**src/rtl/multicycle_control_fsm_pkg.sv**
```systemverilog
// Shared types and encodings for the Ripple-32 multi-cycle control unit.
package ripple_ctrl_pkg;

   // Controller states, in the order a typical instruction walks through them.
   typedef enum logic [2:0] {
      S_FETCH  = 3'd0,
      S_DECODE = 3'd1,
      S_EXEC   = 3'd2,
      S_MEM    = 3'd3,
      S_WB     = 3'd4,
      S_TRAP   = 3'd5
   } state_t;

   // RV32I major opcodes.
   localparam logic [6:0] OPC_LOAD   = 7'b0000011;
   localparam logic [6:0] OPC_STORE  = 7'b0100011;
   localparam logic [6:0] OPC_BRANCH = 7'b1100011;
   localparam logic [6:0] OPC_JALR   = 7'b1100111;
   localparam logic [6:0] OPC_JAL    = 7'b1101111;
   localparam logic [6:0] OPC_OP_IMM = 7'b0010011;
   localparam logic [6:0] OPC_OP     = 7'b0110011;
   localparam logic [6:0] OPC_LUI    = 7'b0110111;
   localparam logic [6:0] OPC_AUIPC  = 7'b0010111;
   localparam logic [6:0] OPC_SYSTEM = 7'b1110011;

   // ALU operation codes driven on alu_op.
   localparam logic [3:0] ALU_ADD  = 4'd0;
   localparam logic [3:0] ALU_SUB  = 4'd1;
   localparam logic [3:0] ALU_SLL  = 4'd2;
   localparam logic [3:0] ALU_SLT  = 4'd3;
   localparam logic [3:0] ALU_SLTU = 4'd4;
   localparam logic [3:0] ALU_XOR  = 4'd5;
   localparam logic [3:0] ALU_SRL  = 4'd6;
   localparam logic [3:0] ALU_SRA  = 4'd7;
   localparam logic [3:0] ALU_OR   = 4'd8;
   localparam logic [3:0] ALU_AND  = 4'd9;

   // Immediate formats.
   localparam logic [2:0] IMM_I = 3'd0;
   localparam logic [2:0] IMM_S = 3'd1;
   localparam logic [2:0] IMM_B = 3'd2;
   localparam logic [2:0] IMM_U = 3'd3;
   localparam logic [2:0] IMM_J = 3'd4;

   // Writeback source select.
   localparam logic [1:0] RES_ALU = 2'd0;
   localparam logic [1:0] RES_MEM = 2'd1;
   localparam logic [1:0] RES_PC4 = 2'd2;

   // ALU operand selects.
   localparam logic [1:0] SRC_A_RS1  = 2'd0;
   localparam logic [1:0] SRC_A_PC   = 2'd1;
   localparam logic [1:0] SRC_A_ZERO = 2'd2;
   localparam logic       SRC_B_RS2  = 1'b0;
   localparam logic       SRC_B_IMM  = 1'b1;

   // Trap causes reported on trap_cause.
   localparam logic [1:0] CAUSE_NONE    = 2'd0;
   localparam logic [1:0] CAUSE_ILLEGAL = 2'd1;
   localparam logic [1:0] CAUSE_ECALL   = 2'd2;
   localparam logic [1:0] CAUSE_TIMEOUT = 2'd3;

   // One-hot instruction class, registered by the FSM in DECODE.
   typedef struct packed {
      logic is_alu_reg;
      logic is_alu_imm;
      logic is_load;
      logic is_store;
      logic is_branch;
      logic is_jal;
      logic is_jalr;
      logic is_lui;
      logic is_auipc;
      logic is_system;
   } instr_class_t;

   // funct7b5 picks SUB only for register ADD; on funct3=101 it picks SRA
   // for both register and immediate shifts.
   function automatic logic [3:0] alu_decode(input logic [2:0] funct3,
                                             input logic       funct7b5,
                                             input logic       is_alu_reg);
      logic [3:0] op;
      op = ALU_ADD;
      case (funct3)
         3'b000:  op = (is_alu_reg && funct7b5) ? ALU_SUB : ALU_ADD;
         3'b001:  op = ALU_SLL;
         3'b010:  op = ALU_SLT;
         3'b011:  op = ALU_SLTU;
         3'b100:  op = ALU_XOR;
         3'b101:  op = funct7b5 ? ALU_SRA : ALU_SRL;
         3'b110:  op = ALU_OR;
         default: op = ALU_AND;
      endcase
      return op;
   endfunction

endpackage

```
**src/rtl/multicycle_control_fsm_if.sv**
```systemverilog
// Shared memory port handshake between the control unit and memory.
interface multicycle_control_fsm_if;
   logic mem_req;
   logic mem_we;
   logic addr_src;
   logic mem_ready;

   modport master (output mem_req, output mem_we, output addr_src, input mem_ready);
   modport slave  (input mem_req, input mem_we, input addr_src, output mem_ready);
endinterface

```
**src/rtl/multicycle_control_fsm_opcode_decoder.sv**
```systemverilog
// Combinational opcode classifier; also flags malformed shift-immediates.
import ripple_ctrl_pkg::*;

module opcode_decoder (
   input  logic [6:0]   opcode_i,
   input  logic [2:0]   funct3_i,
   input  logic [6:0]   funct7_i,
   output instr_class_t cls_o,
   output logic         illegal_o
);

   // Opcode to one-hot class; unknown opcodes and bad shift-immediate funct7 are illegal.
   always_comb begin
      cls_o     = '0;
      illegal_o = 1'b0;
      unique case (opcode_i)
         OPC_OP:     cls_o.is_alu_reg = 1'b1;
         OPC_OP_IMM: cls_o.is_alu_imm = 1'b1;
         OPC_LOAD:   cls_o.is_load    = 1'b1;
         OPC_STORE:  cls_o.is_store   = 1'b1;
         OPC_BRANCH: cls_o.is_branch  = 1'b1;
         OPC_JAL:    cls_o.is_jal     = 1'b1;
         OPC_JALR:   cls_o.is_jalr    = 1'b1;
         OPC_LUI:    cls_o.is_lui     = 1'b1;
         OPC_AUIPC:  cls_o.is_auipc   = 1'b1;
         OPC_SYSTEM: cls_o.is_system  = 1'b1;
         default:    illegal_o        = 1'b1;
      endcase
      // SLLI/SRLI/SRAI share funct3[1:0]=01; only funct7 0x00 or 0x20 is a valid shift.
      if (cls_o.is_alu_imm && (funct3_i[1:0] == 2'b01) &&
          (funct7_i != 7'h00) && (funct7_i != 7'h20)) begin
         illegal_o = 1'b1;
      end
   end

endmodule

```
**src/rtl/multicycle_control_fsm.sv**
```systemverilog
// Multi-cycle control unit for the Ripple-32 RV32I core.
//
// state    | meaning
// ---------+-------------------------------------------------------------
// S_FETCH  | request instruction at PC; on ready latch IR and PC+4
// S_DECODE | classify opcode, register class/funct3/funct7b5, trap if bad
// S_EXEC   | drive ALU for the class; branches/jumps update PC here
// S_MEM    | load/store request at the ALU address
// S_WB     | one-cycle register file write
// S_TRAP   | sticky halt until reset; all enables low
import ripple_ctrl_pkg::*;

module multicycle_control_fsm #(
   parameter int MEM_TIMEOUT    = 16,
   parameter bit SUPPORT_SYSTEM = 1'b1
) (
   input  logic                            clk,
   input  logic                            rst_n,
   multicycle_control_fsm_if.master        mem,
   input  logic [31:0]                     instr_i,
   input  logic                            branch_taken_i,
   output logic                            ir_write_o,
   output logic                            pc_write_o,
   output logic                            pc_src_o,
   output logic                            reg_write_o,
   output logic [1:0]                      result_src_o,
   output logic [1:0]                      alu_src_a_o,
   output logic                            alu_src_b_o,
   output logic [2:0]                      imm_src_o,
   output logic [3:0]                      alu_op_o,
   output logic                            halted_o,
   output logic [1:0]                      trap_cause_o
);

   localparam int WAIT_W = (MEM_TIMEOUT > 1) ? $clog2(MEM_TIMEOUT + 1) : 1;
   localparam bit TIMEOUT_EN = (MEM_TIMEOUT > 0);
   // Trap is decided at the edge that would bring the count up to MEM_TIMEOUT.
   localparam logic [WAIT_W-1:0] WAIT_LAST = WAIT_W'((MEM_TIMEOUT > 0) ? MEM_TIMEOUT - 1 : 0);

   state_t            state_q, state_d;
   logic [WAIT_W-1:0] wait_q, wait_d;
   logic [1:0]        cause_q, cause_d;
   instr_class_t      cls_q, cls_d;
   logic [2:0]        funct3_q, funct3_d;
   logic              f7b5_q, f7b5_d;

   instr_class_t      dec_cls;
   logic              dec_illegal;
   logic              timeout_hit;

   logic              mem_req, mem_we, addr_src;
   logic              ir_write, pc_write, pc_src, reg_write;
   logic [1:0]        result_src, alu_src_a;
   logic              alu_src_b;
   logic [2:0]        imm_src;
   logic [3:0]        alu_op;

   logic [1:0]        ex_src_a;
   logic              ex_src_b;
   logic [2:0]        ex_imm;
   logic [3:0]        ex_op;

   logic              unused_instr;
   assign unused_instr = ^{instr_i[24:15], instr_i[11:7]};

   opcode_decoder u_dec (
      .opcode_i  (instr_i[6:0]),
      .funct3_i  (instr_i[14:12]),
      .funct7_i  (instr_i[31:25]),
      .cls_o     (dec_cls),
      .illegal_o (dec_illegal)
   );

   assign timeout_hit = TIMEOUT_EN && !mem.mem_ready && (wait_q == WAIT_LAST);

   // ALU operand/operation selects for the registered instruction class.
   always_comb begin
      ex_src_a = SRC_A_RS1;
      ex_src_b = SRC_B_RS2;
      ex_imm   = IMM_I;
      ex_op    = ALU_ADD;
      if (cls_q.is_alu_reg) begin
         ex_op = alu_decode(funct3_q, f7b5_q, 1'b1);
      end else if (cls_q.is_alu_imm) begin
         ex_src_b = SRC_B_IMM;
         ex_op    = alu_decode(funct3_q, f7b5_q, 1'b0);
      end else if (cls_q.is_lui) begin
         ex_src_a = SRC_A_ZERO;
         ex_src_b = SRC_B_IMM;
         ex_imm   = IMM_U;
      end else if (cls_q.is_auipc) begin
         ex_src_a = SRC_A_PC;
         ex_src_b = SRC_B_IMM;
         ex_imm   = IMM_U;
      end else if (cls_q.is_load) begin
         ex_src_b = SRC_B_IMM;
      end else if (cls_q.is_store) begin
         ex_src_b = SRC_B_IMM;
         ex_imm   = IMM_S;
      end else if (cls_q.is_branch) begin
         ex_src_a = SRC_A_PC;
         ex_src_b = SRC_B_IMM;
         ex_imm   = IMM_B;
      end else if (cls_q.is_jal) begin
         ex_src_a = SRC_A_PC;
         ex_src_b = SRC_B_IMM;
         ex_imm   = IMM_J;
      end else if (cls_q.is_jalr) begin
         ex_src_b = SRC_B_IMM;
      end
   end

   // Next-state, wait counter, trap cause and control output decode.
   always_comb begin
      state_d    = state_q;
      wait_d     = '0;
      cause_d    = cause_q;
      cls_d      = cls_q;
      funct3_d   = funct3_q;
      f7b5_d     = f7b5_q;
      mem_req    = 1'b0;
      mem_we     = 1'b0;
      addr_src   = 1'b0;
      ir_write   = 1'b0;
      pc_write   = 1'b0;
      pc_src     = 1'b0;
      reg_write  = 1'b0;
      result_src = RES_ALU;
      alu_src_a  = SRC_A_RS1;
      alu_src_b  = SRC_B_RS2;
      imm_src    = IMM_I;
      alu_op     = ALU_ADD;

      unique case (state_q)
         S_FETCH: begin
            mem_req = 1'b1;
            if (mem.mem_ready) begin
               ir_write = 1'b1;
               pc_write = 1'b1;
               state_d  = S_DECODE;
            end else if (timeout_hit) begin
               cause_d = CAUSE_TIMEOUT;
               state_d = S_TRAP;
            end else begin
               wait_d = wait_q + WAIT_W'(1);
            end
         end
         S_DECODE: begin
            cls_d    = dec_cls;
            funct3_d = instr_i[14:12];
            f7b5_d   = instr_i[30];
            if (dec_illegal) begin
               cause_d = CAUSE_ILLEGAL;
               state_d = S_TRAP;
            end else if (dec_cls.is_system) begin
               cause_d = SUPPORT_SYSTEM ? CAUSE_ECALL : CAUSE_ILLEGAL;
               state_d = S_TRAP;
            end else begin
               state_d = S_EXEC;
            end
         end
         S_EXEC: begin
            alu_src_a = ex_src_a;
            alu_src_b = ex_src_b;
            imm_src   = ex_imm;
            alu_op    = ex_op;
            if (cls_q.is_branch) begin
               pc_src   = 1'b1;
               pc_write = branch_taken_i;
               state_d  = S_FETCH;
            end else if (cls_q.is_jal || cls_q.is_jalr) begin
               pc_src   = 1'b1;
               pc_write = 1'b1;
               state_d  = S_WB;
            end else if (cls_q.is_load || cls_q.is_store) begin
               state_d = S_MEM;
            end else if (cls_q.is_alu_reg || cls_q.is_alu_imm ||
                         cls_q.is_lui || cls_q.is_auipc) begin
               state_d = S_WB;
            end else begin
               state_d = S_FETCH;
            end
         end
         S_MEM: begin
            mem_req   = 1'b1;
            mem_we    = cls_q.is_store;
            addr_src  = 1'b1;
            alu_src_a = ex_src_a;
            alu_src_b = ex_src_b;
            imm_src   = ex_imm;
            alu_op    = ex_op;
            if (mem.mem_ready) begin
               state_d = cls_q.is_store ? S_FETCH : S_WB;
            end else if (timeout_hit) begin
               cause_d = CAUSE_TIMEOUT;
               state_d = S_TRAP;
            end else begin
               wait_d = wait_q + WAIT_W'(1);
            end
         end
         S_WB: begin
            reg_write = 1'b1;
            if (cls_q.is_load) begin
               result_src = RES_MEM;
            end else if (cls_q.is_jal || cls_q.is_jalr) begin
               result_src = RES_PC4;
            end
            state_d = S_FETCH;
         end
         S_TRAP: begin
            state_d = S_TRAP;
         end
         default: begin
            state_d = S_FETCH;
         end
      endcase

      // Reset parks the state in FETCH; keep the fetch request quiet until release.
      if (!rst_n) begin
         mem_req  = 1'b0;
         ir_write = 1'b0;
         pc_write = 1'b0;
      end
   end

   // State, class and trap bookkeeping registers.
   always_ff @(posedge clk or negedge rst_n) begin
      if (!rst_n) begin
         state_q  <= S_FETCH;
         wait_q   <= '0;
         cause_q  <= CAUSE_NONE;
         cls_q    <= '0;
         funct3_q <= 3'd0;
         f7b5_q   <= 1'b0;
      end else begin
         state_q  <= state_d;
         wait_q   <= wait_d;
         cause_q  <= cause_d;
         cls_q    <= cls_d;
         funct3_q <= funct3_d;
         f7b5_q   <= f7b5_d;
      end
   end

   assign mem.mem_req  = mem_req;
   assign mem.mem_we   = mem_we;
   assign mem.addr_src = addr_src;
   assign ir_write_o   = ir_write;
   assign pc_write_o   = pc_write;
   assign pc_src_o     = pc_src;
   assign reg_write_o  = reg_write;
   assign result_src_o = result_src;
   assign alu_src_a_o  = alu_src_a;
   assign alu_src_b_o  = alu_src_b;
   assign imm_src_o    = imm_src;
   assign alu_op_o     = alu_op;
   assign halted_o     = (state_q == S_TRAP);
   assign trap_cause_o = cause_q;

endmodule

```
**src/flat_wrapper.sv**
```systemverilog
// flat-port wrapper written by rule: the top's interface ports become plain ports
module multicycle_control_fsm_flat 
#(
   parameter int MEM_TIMEOUT    = 16,
   parameter bit SUPPORT_SYSTEM = 1'b1
)
  (clk, rst_n, instr_i, branch_taken_i, ir_write_o, pc_write_o, pc_src_o, reg_write_o, result_src_o, alu_src_a_o, alu_src_b_o, imm_src_o, alu_op_o, halted_o, trap_cause_o, mem_mem_req, mem_mem_we, mem_addr_src, mem_mem_ready);
  multicycle_control_fsm_if mem_i ();
  input  logic clk;
  input  logic rst_n;
  input  logic [31:0] instr_i;
  input  logic branch_taken_i;
  output logic ir_write_o;
  output logic pc_write_o;
  output logic pc_src_o;
  output logic reg_write_o;
  output logic [1:0] result_src_o;
  output logic [1:0] alu_src_a_o;
  output logic alu_src_b_o;
  output logic [2:0] imm_src_o;
  output logic [3:0] alu_op_o;
  output logic halted_o;
  output logic [1:0] trap_cause_o;
  output wire logic [$bits(mem_i.mem_req)-1:0] mem_mem_req;
  output wire logic [$bits(mem_i.mem_we)-1:0] mem_mem_we;
  output wire logic [$bits(mem_i.addr_src)-1:0] mem_addr_src;
  input wire logic [$bits(mem_i.mem_ready)-1:0] mem_mem_ready;
  assign mem_mem_req = mem_i.mem_req;
  assign mem_mem_we = mem_i.mem_we;
  assign mem_addr_src = mem_i.addr_src;
  assign mem_i.mem_ready = mem_mem_ready;
  multicycle_control_fsm #(.MEM_TIMEOUT(MEM_TIMEOUT), .SUPPORT_SYSTEM(SUPPORT_SYSTEM)) u_core (.clk(clk), .rst_n(rst_n), .mem(mem_i), .instr_i(instr_i), .branch_taken_i(branch_taken_i), .ir_write_o(ir_write_o), .pc_write_o(pc_write_o), .pc_src_o(pc_src_o), .reg_write_o(reg_write_o), .result_src_o(result_src_o), .alu_src_a_o(alu_src_a_o), .alu_src_b_o(alu_src_b_o), .imm_src_o(imm_src_o), .alu_op_o(alu_op_o), .halted_o(halted_o), .trap_cause_o(trap_cause_o));
endmodule
```
**config.mk**
```make
export PLATFORM = sky130hd
export DESIGN_NAME = multicycle_control_fsm_flat
export DESIGN_NICKNAME = d
export VERILOG_FILES = /design/src/rtl/multicycle_control_fsm_pkg.sv /design/src/rtl/multicycle_control_fsm_if.sv /design/src/rtl/multicycle_control_fsm_opcode_decoder.sv /design/src/rtl/multicycle_control_fsm.sv /design/src/flat_wrapper.sv
export SDC_FILE = /design/constraint.sdc
export NUM_CORES = 1
export LEC_CHECK = 0
export BUFFER_PORTS_ARGS = -buffer_cell sky130_fd_sc_hd__buf_2
export CAP_MARGIN = 5
export CORE_AREA = 2 2 59 61
export DETAILED_ROUTE_END_ITERATION = 12
export DIE_AREA = 0 0 61 63
export PLACE_DENSITY = 0.76
export SETUP_SLACK_MARGIN = 0.02
export SYNTH_ARGS = -nofsm -noshare
export SYNTH_HDL_FRONTEND = slang
export SYNTH_SLANG_ARGS = --single-unit
```
**constraint.sdc**
```tcl
create_clock -name clk -period 2.1 [get_ports clk]
set_input_delay 0.21 -clock clk [delete_from_list [all_inputs] [get_ports clk]]
set_output_delay 0.21 -clock clk [all_outputs]
set_load 0.01 [all_outputs]
```
== Yosys cells after proc, flatten, opt, wreduce, memory -nomap -nowiden ==
Cells that the tools add are included.
Storage, ports and cells
  input bits: 36
  output and inout bits: 22
  register bits: 23
  word-level logic and storage cells: 143
Operators by class
  reductions and logical operators: 18
  mux-type cells: 83
  add/subtract/negate cells: 1
  eq/ne operators: 27
Operators with widths (number)
  $mux W3: 19
  $pmux W4 S7: 2
  $mux W1: 38
  $mux W2: 15
  $eq A7 B7 Y1 const B: 4
  $eq A7 B6 Y1 const B: 3
  $eq A3 B3 Y1 const B: 5
  $mux W5: 3
  $pmux W3 S5: 1
  $eq A7 B5 Y1 const B: 2
  $eq A3 B2 Y1 const B: 4
  $mux W4: 3
  $reduce_or A10 Y1: 1
  $eq A7 B2 Y1 const B: 1
  $ne A7 B6 Y1 const B: 1
  $reduce_bool A7 Y1: 1
  $eq A3 B1 Y1 const B: 2
  $logic_not A3 Y1: 2
  $add A5 B1 Y5 const B: 1
  $eq A5 B4 Y1 const B: 1
  $logic_or A1 B1 Y1: 5
  $logic_and A1 B1 Y1: 4
  $pmux W2 S2: 1
  $reduce_and A4 Y1: 1
  8 further kinds: 9

== Depth between registers and ports, before layout ==
Gate-level depths: netlist of run 1.
  word-level depth: 10
  mapped depth: 7
  mapped depth without buffers: 6

== Cells and area by module ==
Synthesis of run 1 repeated with hierarchy kept, for this count alone.
Second synthesis, totals
  cell total of the unflattened synthesis: 163
  area total of the unflattened synthesis: 1468.9 µm²
Modules (own cells, without submodules)
  multicycle_control_fsm: cells an instance 134, instances 1, seq. area each 575.6 µm², area each 1308.8 µm²
  opcode_decoder: cells an instance 29, instances 1, seq. area each 0.0 µm², area each 160.2 µm²

== Worst setup path before layout of run 1 ==
OpenSTA, ideal clock, no wires.
  path kind: register -> register
  start: register u_core.state_q[1]
  end: register u_core.cause_q[1], in the netlist u_core.trap_cause_o[1]
  path buffers: 2
  setup time: 119 ps
  setup slack: 553 ps
  arrival: 1428 ps
  cell stages (with the launch flop): 7
  period minus slack after synthesis: 1547 ps
  cells stage by stage: dfrtp_1 > buf_2 > nor2b_1 > nor2b_1 > clkbuf_1 > a21boi_0 > o21a_1
On the way
  cells in the longest elaborated chain, start to end: 4
  elaborated cells on any way between the ends: 10
  those cells by class: 5 x eq/ne; 1 x mux; 4 x reduce/logical
Ends and longest elaborated chain
  start: declaration: line multicycle_control_fsm.sv:40  | state_t state_q, state_d;
  start signal: assignment: line multicycle_control_fsm.sv:236  | state_q <= state_d;
  $eq A3 B2 Y1 / $logic_not A3 Y1 (equally long branches): line multicycle_control_fsm.sv:134  | unique case (state_q)
  $reduce_or A2 Y1 (no line)
  $ne A2 B1 Y1 (no line), or another cell as far along
  $reduce_and A4 Y1 (no line)
  end signal: assignment: line multicycle_control_fsm.sv:238  | cause_q <= cause_d;
  end: declaration: line multicycle_control_fsm.sv:42  | logic [1:0] cause_q, cause_d;
Parallel ways exist; a longest one is shown, timed or not.
A chain may end at the register's enable or synchronous reset.

== Worst setup path in the final report of run 1 ==
  start: register u_core.state_q[2]
  end: output pc_write_o
On the way
  cells in the longest elaborated chain, start to end: 3
  elaborated cells on any way between the ends: 4
  those cells by class: 1 x eq/ne; 2 x mux; 1 x reduce/logical
Ends and longest elaborated chain
  $eq A3 B2 Y1 / $logic_not A3 Y1 (equally long branches): line multicycle_control_fsm.sv:134
  $pmux W1 S2 (*): line multicycle_control_fsm.sv:134
  $mux W1 (*): line multicycle_control_fsm.sv:219  | if (!rst_n) begin
  end: declaration: line flat_wrapper.sv:14  | output logic pc_write_o;
Every way passes the cells marked *; elsewhere a longest branch is shown, timed or not.

==> results.tsv, run 1 <==
stage	metric	value	unit
outcome	status	completed	
clock_tree	worst-skew pair later-pin latency	0.31	ns
cells_and_area	Final Non-Filler Cells	263	
sta	crit share post-route	92.7	%
sta	Slew @ Worst Pin	0.341	ns
power_and_ir_drop	cell leakage power	0.836	nW
clock_tree	H-tree depth	1	
drt	drt first pass iters	4	
drt	Post-Route WL	3.38	mm
yosys	FFs w/ async S/R, synth	100	%
power_and_ir_drop	Worst IR Drop VDD	0.464	mV
sta	FMAX	514	MHz
placement	DPL Wire Length	2.68	mm
placement	placed cells	258	
drt	met1 WL	1.75	mm
drt	vias per inst	5.32	
yosys	Mapped Cells	173	
clock_tree	post-CTS setup buffers	0	
worst_setup_path	CP endpoint kind	primary output	
global_routing	global-route wire length before repair	5.60	mm
cells_and_area	share of layout cells above drive strength 1	28.6	%
sta	Slew headroom	77.0	%
worst_setup_path	type of origin of the critical path	register	
yosys	number of synthesized flops with an enable pin	0	
yosys	mux cell area share after synthesis	0	%
global_routing	largest net degree at the start of global routing	24	
yosys	Unique masters post-synth	46	
clock_tree	root buffer cell	clkbuf_4	
cells_and_area	Final Cell Area	1780	µm²
drt	via count	1398	
yosys	sequential element share of the synthesized area	39.1	%
clock_tree	Clock Pin Slew Worst Setup and Hold Paths	0.12	ns
drt	initial drt markers	58	
yosys	Synth Area in XOR/XNOR	1.79	%
global_routing	gr ovfl total	0	
floorplanning	die height	63	µm
worst_setup_path	kind of critical path	register to primary output	
global_routing	Tot GR Track Use	19.3	%
yosys	Compound-Gate Fraction of Synth Area	22.2	%
min_path	Min-Delay Path Class	input port to register	
floorplanning	Rows	21	
global_routing	vias in the first global route	1276	
floorplanning	Core ar.	3230	µm²
cells_and_area	# diodes	0	
floorplanning	initial core utilization	45.5	%
yosys	simple-gate share of the synthesized area	32.4	%
yosys	synth warn	0	
sta	Final Hold Fails	0	
placement	IO buf count	42	
sta	RSZ-0062 raised after global routing	no	
cells_and_area	Area growth syn-to-layout	20.9	%
global_routing	initial antenna violation count	0	
yosys	post-synthesis register bit count	23	
yosys	Net Count, Synth	210	
power_and_ir_drop	Power Dens Cells	830	nW/µm²
sta	Setup TNS	0	ns
floorplanning	die area	3840	µm²
drt	detailed-route DRC error count	0	
floorplanning	IO Pins	58	
floorplanning	Die X	61	µm
sta	clock period minus worst slack	1.95	ns
sta	Clock Skew	0.00135	ns
worst_setup_path	Arr. time, crit path	1.74	ns
drt	DR top layer	met4	
cells_and_area	nets@finish	255	
run	max cap viols	0	
drt	Met2 Wirelength	1.47	mm
worst_setup_path	crit path max fanout	13	
sta	setup violators final	0	
sta	Max Slew Vio Count	0	
drt	routed length per placed instance	12.9	µm
drt	metal3 WL	126	µm
clock_tree	clk buf depth	2	
drt	Antenna Violating Nets Remaining	0	
clock_tree	TritonCTS clock tree	done	
yosys	adder and majority cell fraction of the synthesized area	0.850	%
yosys	main combinational cell family by area after synthesis	simple AND/OR/NAND/NOR gates	
clock_tree	CTS buffer count	3	
yosys	syn_area_per_cell	8.51	µm²
worst_setup_path	Critical Path RT	1.89	ns
placement	routability cong.	0.815	
yosys	mapped cell area	1470	µm²
placement	Area after DPL	1740	µm²
yosys	Synth Flop Type	dfrtp_1	
clock_tree	Sink Count	23	
kinds of logic (layout without fill, tap and decap cells):
logic type      Yosys count  count (layout)
simple gates             89              89
compound gates           43              43
flops                    23              23
buf+inv                  14              58
xor+xnor                  3               3
fa+ha+maj                 1               1
critical path: stages (launching register included):
cell and delay (ns):
dfrtp_2 0.52, nand2b_1 0.26, a211oi_1 0.33, a31o_2 0.20, buf_2 0.12
state kept, by name, indices dropped and copies added, names as in the netlist:
name	cells
u_core.cls_q	9
u_core.f7b5_q	1
u_core.funct3_q	3
u_core.state_q	3
u_core.trap_cause_o	2
u_core.wait_q	5
cells in the mapped netlist (3+ instances only):
cell / instances / share of area, %
and2_1: 3 / 1.3
and3_1: 7 / 3.0
nor3_1: 11 / 3.7
o21ai_0: 9 / 3.1
clkbuf_1: 6 / 1.5
a21oi_1: 6 / 2.0
nand3_1: 5 / 1.7
dfrtp_1: 23 / 39
o31ai_1: 3 / 1.5
a211oi_1: 3 / 1.5
nand4b_1: 3 / 1.8
nand2b_1: 6 / 2.6
nand2_1: 24 / 6.1
nor2_1: 12 / 3.1
nor2b_1: 6 / 2.6
inv_1: 7 / 1.8
o21ai_1: 3 / 1.0
layout by cell type (no fill, tap or decap), types with 2 or more instances in the layout:
cell	n
a211oi_1	3
a21oi_1	6
a22o_1	2
a31o_2	2
a31oi_1	2
and2_1	3
and3_1	7
and4_1	2
buf_2	42
buf_4	4
clkbuf_4	3
dfrtp_1	22
inv_1	7
nand2_1	24
nand2b_1	6
nand3_1	5
nand4b_1	3
nor2_1	12
nor2b_1	6
nor3_1	11
o21ai_0	9
o21ai_1	3
o22ai_1	2
o31ai_1	3
or4_4	2
xor2_1	2
path summary, 6_finish.rpt:
check | startpoint | end | slack, ns | cells past startpoint
worst min register to register | u_core.wait_q[0] | u_core.wait_q[0] | 0.48 | 1
max in group asynchronous | rst_n | u_core.state_q[2] | 1.42 | 3
min in group asynchronous | rst_n | u_core.f7b5_q | 0.43 | 3
worst max register to register | u_core.state_q[1] | u_core.cls_q[1] | 0.40 | 5
worst min-delay path | instr_i[30] | u_core.f7b5_q | 0.09 | 3
worst max-delay path | u_core.state_q[2] | pc_write_o | 0.15 | 4
stage by stage:
| step | worst slack (ns) | hold slack, ns | utilization [%] | power [mW] |
|---|---|---|---|---|
| 2_1_floorplan | 0.553 | -0.0856 | - | 1.07 |
| 3_3_place_gp | 0.442 | 0.263 | 53.9 | 1.26 |
| 3_5_place_dp | 0.432 | 0.262 | 53.9 | 1.27 |
| 4_1_cts | 0.0705 | 0.0787 | 55.0 | 1.48 |
| 5_1_grt | 0.0507 | 0.0978 | 55.1 | 1.60 |
| 6_report | 0.153 | 0.0918 | 55.1 | 1.48 |
layer usage:
metal  up-vias  global-route usage (%)
met5         -                       0
met4         0                    5.98
met3         4                    1.86
met2        40                    29.6
met1       638                    28.3
li1        716                       -
cell type report:
cell class | instances | area, µm²
Tap cell | 46 | 57.6
Sequential cell | 23 | 577
Fill cell | 316 | 1450
Clock buffer | 4 | 26.3
Timing Repair Buffer | 47 | 250
Inverter | 7 | 26.3
Multi-Input combinational cell | 136 | 842
power breakdown:
| group | internal, mW | switching, mW | total, mW | leakage, nW |
|---|---|---|---|---|
| combinational | 0.263 | 0.374 | 0.637 | 0.520 |
| clock | 0.0741 | 0.130 | 0.204 | 0.0150 |
| sequential | 0.529 | 0.107 | 0.636 | 0.301 |
timing repair:
item                                    CTS  global route
endpoints found under the setup margin    0             2
hold buffers                              1             0
resized for setup                         0             1
hold endpoints to repair                 23             0
(Power assumes the default switching activity.)
==> run 2: changes to the inputs <==
Settings changed: ABC_AREA from default to 1, CORE_AREA 2 2 59 61 to 2 2 58 60, CTS_BUF_LIST from default to sky130_fd_sc_hd__clkbuf_8, DIE_AREA 0 0 61 63 to 0 0 60 62, PLACE_DENSITY 0.76 to 0.79, SLEW_MARGIN from default to 20.
==> results.tsv, run 2 <==
stage	metric	value	unit	change
cells_and_area	Area growth syn-to-layout	21.6	%	
sta	Slew @ Worst Pin	0.321	ns	-0.0205 ns
clock_tree	Sink Count	23		unchanged
sta	crit share post-route	89.8	%	-2.9 points
floorplanning	initial core utilization	46.8	%	+1.2 points
drt	drt first pass iters	4		unchanged
worst_setup_path	CP endpoint kind	primary output		
min_path	hold path start	instr_i[30]		
cells_and_area	biggest regs	u_core.cls_q x9, u_core.wait_q x5		
sta	final setup margin	0.213	ns	+0.0609 ns
yosys	mapped cell area	1490	µm²	+1.0%
yosys	Unique masters post-synth	38		-17%
placement	DPL Wire Length	2.70	mm	+0.46%
worst_setup_path	flop2flop setup slack	0.64	ns	+0.24 ns
cells_and_area	final core occ	56.9	%	+1.8 points
clock_tree	Clock Pin Slew Worst Setup and Hold Paths	0.08	ns	-0.04 ns
global_routing	largest net degree at the start of global routing	24		unchanged
worst_setup_path	Critical Path RT	1.89	ns	about the same
sta	FMAX	530	MHz	+3.2%
yosys	cell taking the most area after synthesis	dfrtp_1		
yosys	share of the synthesized area in the top cell type	38.7	%	-0.40 points
run	max cap viols	0		unchanged
floorplanning	die height	62	µm	-1.6%
drt	routed length per placed instance	11.1	µm	-14%
min_path	Min-Delay Path Class	input port to register		
yosys	number of synthesized flops with an enable pin	0		unchanged
min_path	WHS Endpoint	u_core.f7b5_q		
clock_tree	root buffer cell	clkbuf_8		
placement	Area after DPL	1750	µm²	+0.65%
power_and_ir_drop	Worst IR Drop VDD	0.305	mV	-34%
clock_tree	CTS buffer count	3		unchanged
yosys	Mapped Cells	206		+19%
yosys	Commonest cells post-synth	nand2_1, nor2_1, dfrtp_1, inv_1, nand3_1		
sta	Setup TNS	0	ns	unchanged
yosys	synth warn	0		unchanged
sta	Final Hold Fails	0		unchanged
outcome	status	completed		
cells_and_area	most frequent cells in the layout	nand2_1, buf_2, nor2_1		
sta	clock period minus worst slack	1.89	ns	-0.0609 ns
drt	vias per inst	4.96		-6.6%
placement	pre-CTS setup slack	0.531	ns	+0.0986 ns
worst_setup_path	crit path max fanout	6		-7
cells_and_area	share of layout cells above drive strength 1	27.3	%	-1.3 points
global_routing	initial antenna violation count	0		unchanged
cells_and_area	max FFs per register	9		unchanged
placement	IO buf count	42		unchanged
global_routing	global-route wire length before repair	5.61	mm	+0.12%
power_and_ir_drop	Power Dens Cells	900	nW/µm²	+8.4%
yosys	post-synthesis register bit count	23		unchanged
clock_tree	clk buf depth	2		unchanged
yosys	cell with the most instances after synthesis	nand2_1		
clock_tree	TritonCTS clock tree	done		
drt	initial drt markers	59		+1.7%
worst_setup_path	reg2reg path depth	8		+3
cells_and_area	most common cell after layout, fill and taps aside	nand2_1		
sta	Slew headroom	78.6	%	+1.6 points
drt	Antenna Violating Nets Remaining	0		unchanged
floorplanning	die area	3720	µm²	-3.2%
power_and_ir_drop	cell leakage power	0.937	nW	+12%
global_routing	gr ovfl total	0		unchanged
yosys	sequential element share of the synthesized area	38.7	%	-0.40 points
cells_and_area	Final Cell Area	1810	µm²	+1.6%
drt	Post-Route WL	3.32	mm	-2.0%
yosys	Synth Flop Type	dfrtp_1		
placement	routability cong.	0.945		+16%
yosys	Net Count, Synth	243		+16%
sta	Max Slew Vio Count	0		unchanged
floorplanning	Rows	21		unchanged
sta	Clock Skew	0.00318	ns	+0.00184 ns
worst_setup_path	reg2reg end	u_core.trap_cause_o[1]		
cells_and_area	largest reg by FF count	u_core.cls_q		
floorplanning	Core ar.	3180	µm²	-1.6%
worst_setup_path	kind of critical path	register to primary output		
sta	Hold WS	0.148	ns	+0.0560 ns
clock_tree	H-tree depth	1		unchanged
floorplanning	Die X	60	µm	-1.6%
worst_setup_path	R2R Path Start	u_core.state_q[1]		
yosys	syn_area_per_cell	7.22	µm²	-15%
min_path	worst hold stages	3		unchanged
yosys	FFs w/ async S/R, synth	100	%	unchanged
sta	setup violators final	0		unchanged
worst_setup_path	type of origin of the critical path	register		
yosys	top cells by area, synth	dfrtp_1, nand2_1, nor2_1, inv_1, nand3_1		
worst_setup_path	Arr. time, crit path	1.68	ns	-0.06 ns
drt	detailed-route DRC error count	0		unchanged
placement	placed cells	294		+14%
global_routing	Tot GR Track Use	20.0	%	+0.75 points
power_and_ir_drop	total power	1.63	mW	+10%
cells_and_area	nets@finish	291		+14%
clock_tree	worst-skew pair later-pin latency	0.26	ns	-0.05 ns
drt	via count	1484		+6.2%
sta	RSZ-0062 raised after global routing	no		
floorplanning	IO Pins	58		unchanged
global_routing	vias in the first global route	1352		+6.0%
cells_and_area	# diodes	0		unchanged
cells_and_area	Final Non-Filler Cells	299		+14%
clock_tree	post-CTS setup buffers	0		unchanged
run 2: per-layer routing:
metal  vias to the layer above  GRT usage (%)  share of wire [%]
met4                         0           8.89                1.7
met5                         -              0                  0
li1                        768              -                  -
met2                        40           34.8                 50
met1                       670           24.9                 44
met3                         6           2.69                4.2
run 2: layout make-up:
type,count,area [µm²]
well taps,46,57.6
repair buffers,45,235
flip-flops and latches,23,576
clock buffers,3,41.3
multi-input cells,154,783
inverters,27,111
clock inverters,1,3.75
fillers,320,1370
run 2: worst max path at each step:
stage	start	end	slack [ns]	cells past startpoint
floorplan	u_core.state_q[2]	pc_write_o	0.63	7
detailed placement	u_core.state_q[2]	pc_write_o	0.53	8
CTS	u_core.state_q[2]	pc_write_o	0.24	8
finish	u_core.state_q[2]	pc_write_o	0.21	8
global placement	u_core.state_q[2]	pc_write_o	0.58	8
global route	u_core.state_q[2]	pc_write_o	0.07	8
run 2: kinds of logic after synthesis:
| logic type | count (synthesis) | synth area share [%] |
|---|---|---|
| DFF | 23 | 38.7 |
| AOI/OAI and AO/OA | 27 | 11.3 |
| adders and majority gates | 1 | 0.842 |
| buffers and inverters | 29 | 8.59 |
| xor gates and xnor gates | 3 | 1.77 |
| and+or+nand+nor | 123 | 38.8 |
run 2: worst max-delay path: stages, from the launching register on:
cell and delay, ns:
dfrtp_1 0.44, inv_2 0.14, nand2_4 0.10, nor2_1 0.13
inv_1 0.07, nor2_1 0.22, a21oi_1 0.10, nor2_1 0.09
buf_2 0.13
run 2: report_power, final:
part           total [mW]  internal (mW)  switching [mW]
clock               0.269          0.130           0.138
sequential          0.631          0.538          0.0929
combinational       0.729          0.261           0.467
total                1.63          0.929           0.698
run 2: what timing repair did:
item                                   in CTS  in global routing
hold buffers                                1                  0
endpoints found under the hold margin      23                  0
gates resized for setup                     0                  0
setup endpoints to repair                   0                  0
==> run 3: changes to the inputs <==
Settings changed: CELL_PAD_IN_SITES_DETAIL_PLACEMENT from default to 1, CELL_PAD_IN_SITES_GLOBAL_PLACEMENT from default to 1, CORE_AREA 2 2 58 60 to 2 2 69 71, DIE_AREA 0 0 60 62 to 0 0 71 73, PLACE_DENSITY 0.79 to default, PLACE_DENSITY_LB_ADDON from default to 0.1.
==> results.tsv, run 3 (synthesized netlist as in run 2, its figures left out) <==
stage	metric	value	unit	change
outcome	status	completed		
sta	final setup margin	0.224	ns	+0.0107 ns
cells_and_area	biggest regs	u_core.cls_q x9, u_core.wait_q x5		
global_routing	initial antenna violation count	0		unchanged
sta	Clock Skew	0.00568	ns	+0.00250 ns
drt	Post-Route WL	3.97	mm	+20%
drt	via count	1460		-1.6%
cells_and_area	nets@finish	291		unchanged
global_routing	Tot GR Track Use	16.8	%	-3.2 points
cells_and_area	# diodes	0		unchanged
worst_setup_path	critical path's largest stage delay	0.42	ns	-0.02 ns
min_path	Min-Delay Path Class	input port to register		
floorplanning	IO Pins	58		unchanged
global_routing	gr ovfl total	0		unchanged
placement	Area after DPL	1760	µm²	+0.57%
drt	routed length per placed instance	12.9	µm	+17%
clock_tree	CTS buffer count	3		unchanged
worst_setup_path	crit path max fanout	4		-2
cells_and_area	Final Cell Area	1820	µm²	+0.62%
floorplanning	initial core utilization	32.8	%	-14 points
cells_and_area	Area growth syn-to-layout	22.4	%	
sta	RSZ-0062 raised after global routing	no		
global_routing	largest net degree at the start of global routing	24		unchanged
global_routing	global-route wire length before repair	6.92	mm	+23%
clock_tree	H-tree depth	1		unchanged
placement	DPL Wire Length	3.29	mm	+22%
sta	Max Slew Vio Count	0		unchanged
drt	detailed-route DRC error count	0		unchanged
placement	pre-CTS setup slack	0.511	ns	-0.0202 ns
worst_setup_path	Arr. time, crit path	1.67	ns	about the same
floorplanning	Core ar.	4540	µm²	+43%
cells_and_area	largest reg by FF count	u_core.cls_q		
cells_and_area	max FFs per register	9		unchanged
power_and_ir_drop	Worst IR Drop VDD	0.397	mV	+30%
drt	initial drt markers	62		+5.1%
sta	Setup TNS	0	ns	unchanged
sta	Slew @ Worst Pin	0.331	ns	+0.0108 ns
clock_tree	PostCTS Resize Cnt	0		unchanged
clock_tree	clk buf depth	2		unchanged
run	max cap viols	0		unchanged
placement	routability cong.	0.763		-19%
clock_tree	Clock Pin Slew Worst Setup and Hold Paths	0.08	ns	about the same
clock_tree	root buffer cell	clkbuf_8		
clock_tree	Sink Count	23		unchanged
worst_setup_path	CP Cell Sequence	or2_2, nor2_1, nor2_1, a21oi_1, nor2_1, buf_2		
global_routing	vias in the first global route	1477		+9.2%
worst_setup_path	type of origin of the critical path	register		
worst_setup_path	CP endpoint kind	primary output		
clock_tree	worst-skew pair later-pin latency	0.27	ns	about the same
drt	Antenna Violating Nets Remaining	0		unchanged
worst_setup_path	kind of critical path	register to primary output		
sta	setup violators final	0		unchanged
cells_and_area	most frequent cells in the layout	nand2_1, buf_2, nor2_1		
drt	drt first pass iters	4		unchanged
power_and_ir_drop	cell leakage power	0.936	nW	-0.15%
drt	vias per inst	4.76		-4.2%
clock_tree	TritonCTS clock tree	done		
sta	Hold WS	0.152	ns	+0.00379 ns
floorplanning	die height	73	µm	+18%
placement	IO buf count	42		unchanged
sta	clock period minus worst slack	1.88	ns	-0.0107 ns
sta	crit share post-route	89.3	%	-0.51 points
worst_setup_path	CP most frequent cell	nor2_1		
sta	Final Hold Fails	0		unchanged
sta	Slew headroom	77.9	%	-0.72 points
floorplanning	die area	5180	µm²	+39%
worst_setup_path	Max stage delay cell, worst path	dfrtp_1		
cells_and_area	most common cell after layout, fill and taps aside	nand2_1		
worst_setup_path	Critical Path RT	1.89	ns	about the same
cells_and_area	final core occ	40.1	%	-17 points
clock_tree	post-CTS setup buffers	0		unchanged
sta	FMAX	533	MHz	+0.57%
cells_and_area	share of layout cells above drive strength 1	27.7	%	+0.40 points
floorplanning	Rows	25		+19%
floorplanning	Die X	71	µm	+18%
power_and_ir_drop	Power Dens Cells	912	nW/µm²	+1.3%
## run 3: cell types whose count changed in the layout (fill, tap and decap cells not counted)
cell / previous run / this run
inv_1: 20 / 19
clkinv_2: 0 / 1
## run 3: area by class of cell
class	instances	area (µm²)
Clock buffer	3	41.3
Clock inverter	1	5.00
Fill cell	604	2720
Inverter	27	111
Multi-Input combinational cell	154	783
Sequential cell	23	576
Tap cell	54	67.6
Timing Repair Buffer	45	235
## run 3: timing repair
item,CTS,global route
hold endpoints to repair,23,0
hold buffers,1,0
endpoints found under the setup margin,0,0
## run 3: layer usage
layer  global-route usage (%)  vias up  routed length (µm)
li1                         -      766                   -
met1                     25.3      662                2090
met2                     24.9       29                1710
met3                     2.35        3                 140
met4                     5.03        0                  30
met5                        0        -                   0
## run 3: path summary, 6_finish.rpt
check	startpoint	endpoint	slack [ns]	cells past startpoint
setup / recovery	u_core.cls_q[4]	pc_write_o	0.22	6
hold reg to reg	u_core.wait_q[0]	u_core.wait_q[0]	0.47	1
max in group asynchronous	rst_n	u_core.cls_q[3]	1.38	3
hold / removal	instr_i[30]	u_core.f7b5_q	0.15	3
min in group asynchronous	rst_n	u_core.f7b5_q	0.48	3
setup reg to reg	u_core.state_q[1]	u_core.cls_q[9]	0.65	5
## run 3: worst max-delay path, delay by kind of cell (launching register included)
family / cells / cell delay (ns)
buffers and inverters: 1 / 0.13
AOI/OAI and AO/OA: 1 / 0.20
and+or+nand+nor: 4 / 0.65
DFF: 1 / 0.42
## run 3: through the flow
stage	total power, mW	std cells
floorplan	1.19	206
global placement	1.39	302
detailed placement	1.40	302
CTS	1.69	307
global route	1.82	307
finish	1.66	307
## run 3: where the power goes
group / leakage (nW) / total, mW / switching [mW] / internal, mW
Combinational: 0.605 / 0.748 / 0.486 / 0.262
Clock: 0.0255 / 0.278 / 0.146 / 0.133
Sequential: 0.306 / 0.632 / 0.0945 / 0.538
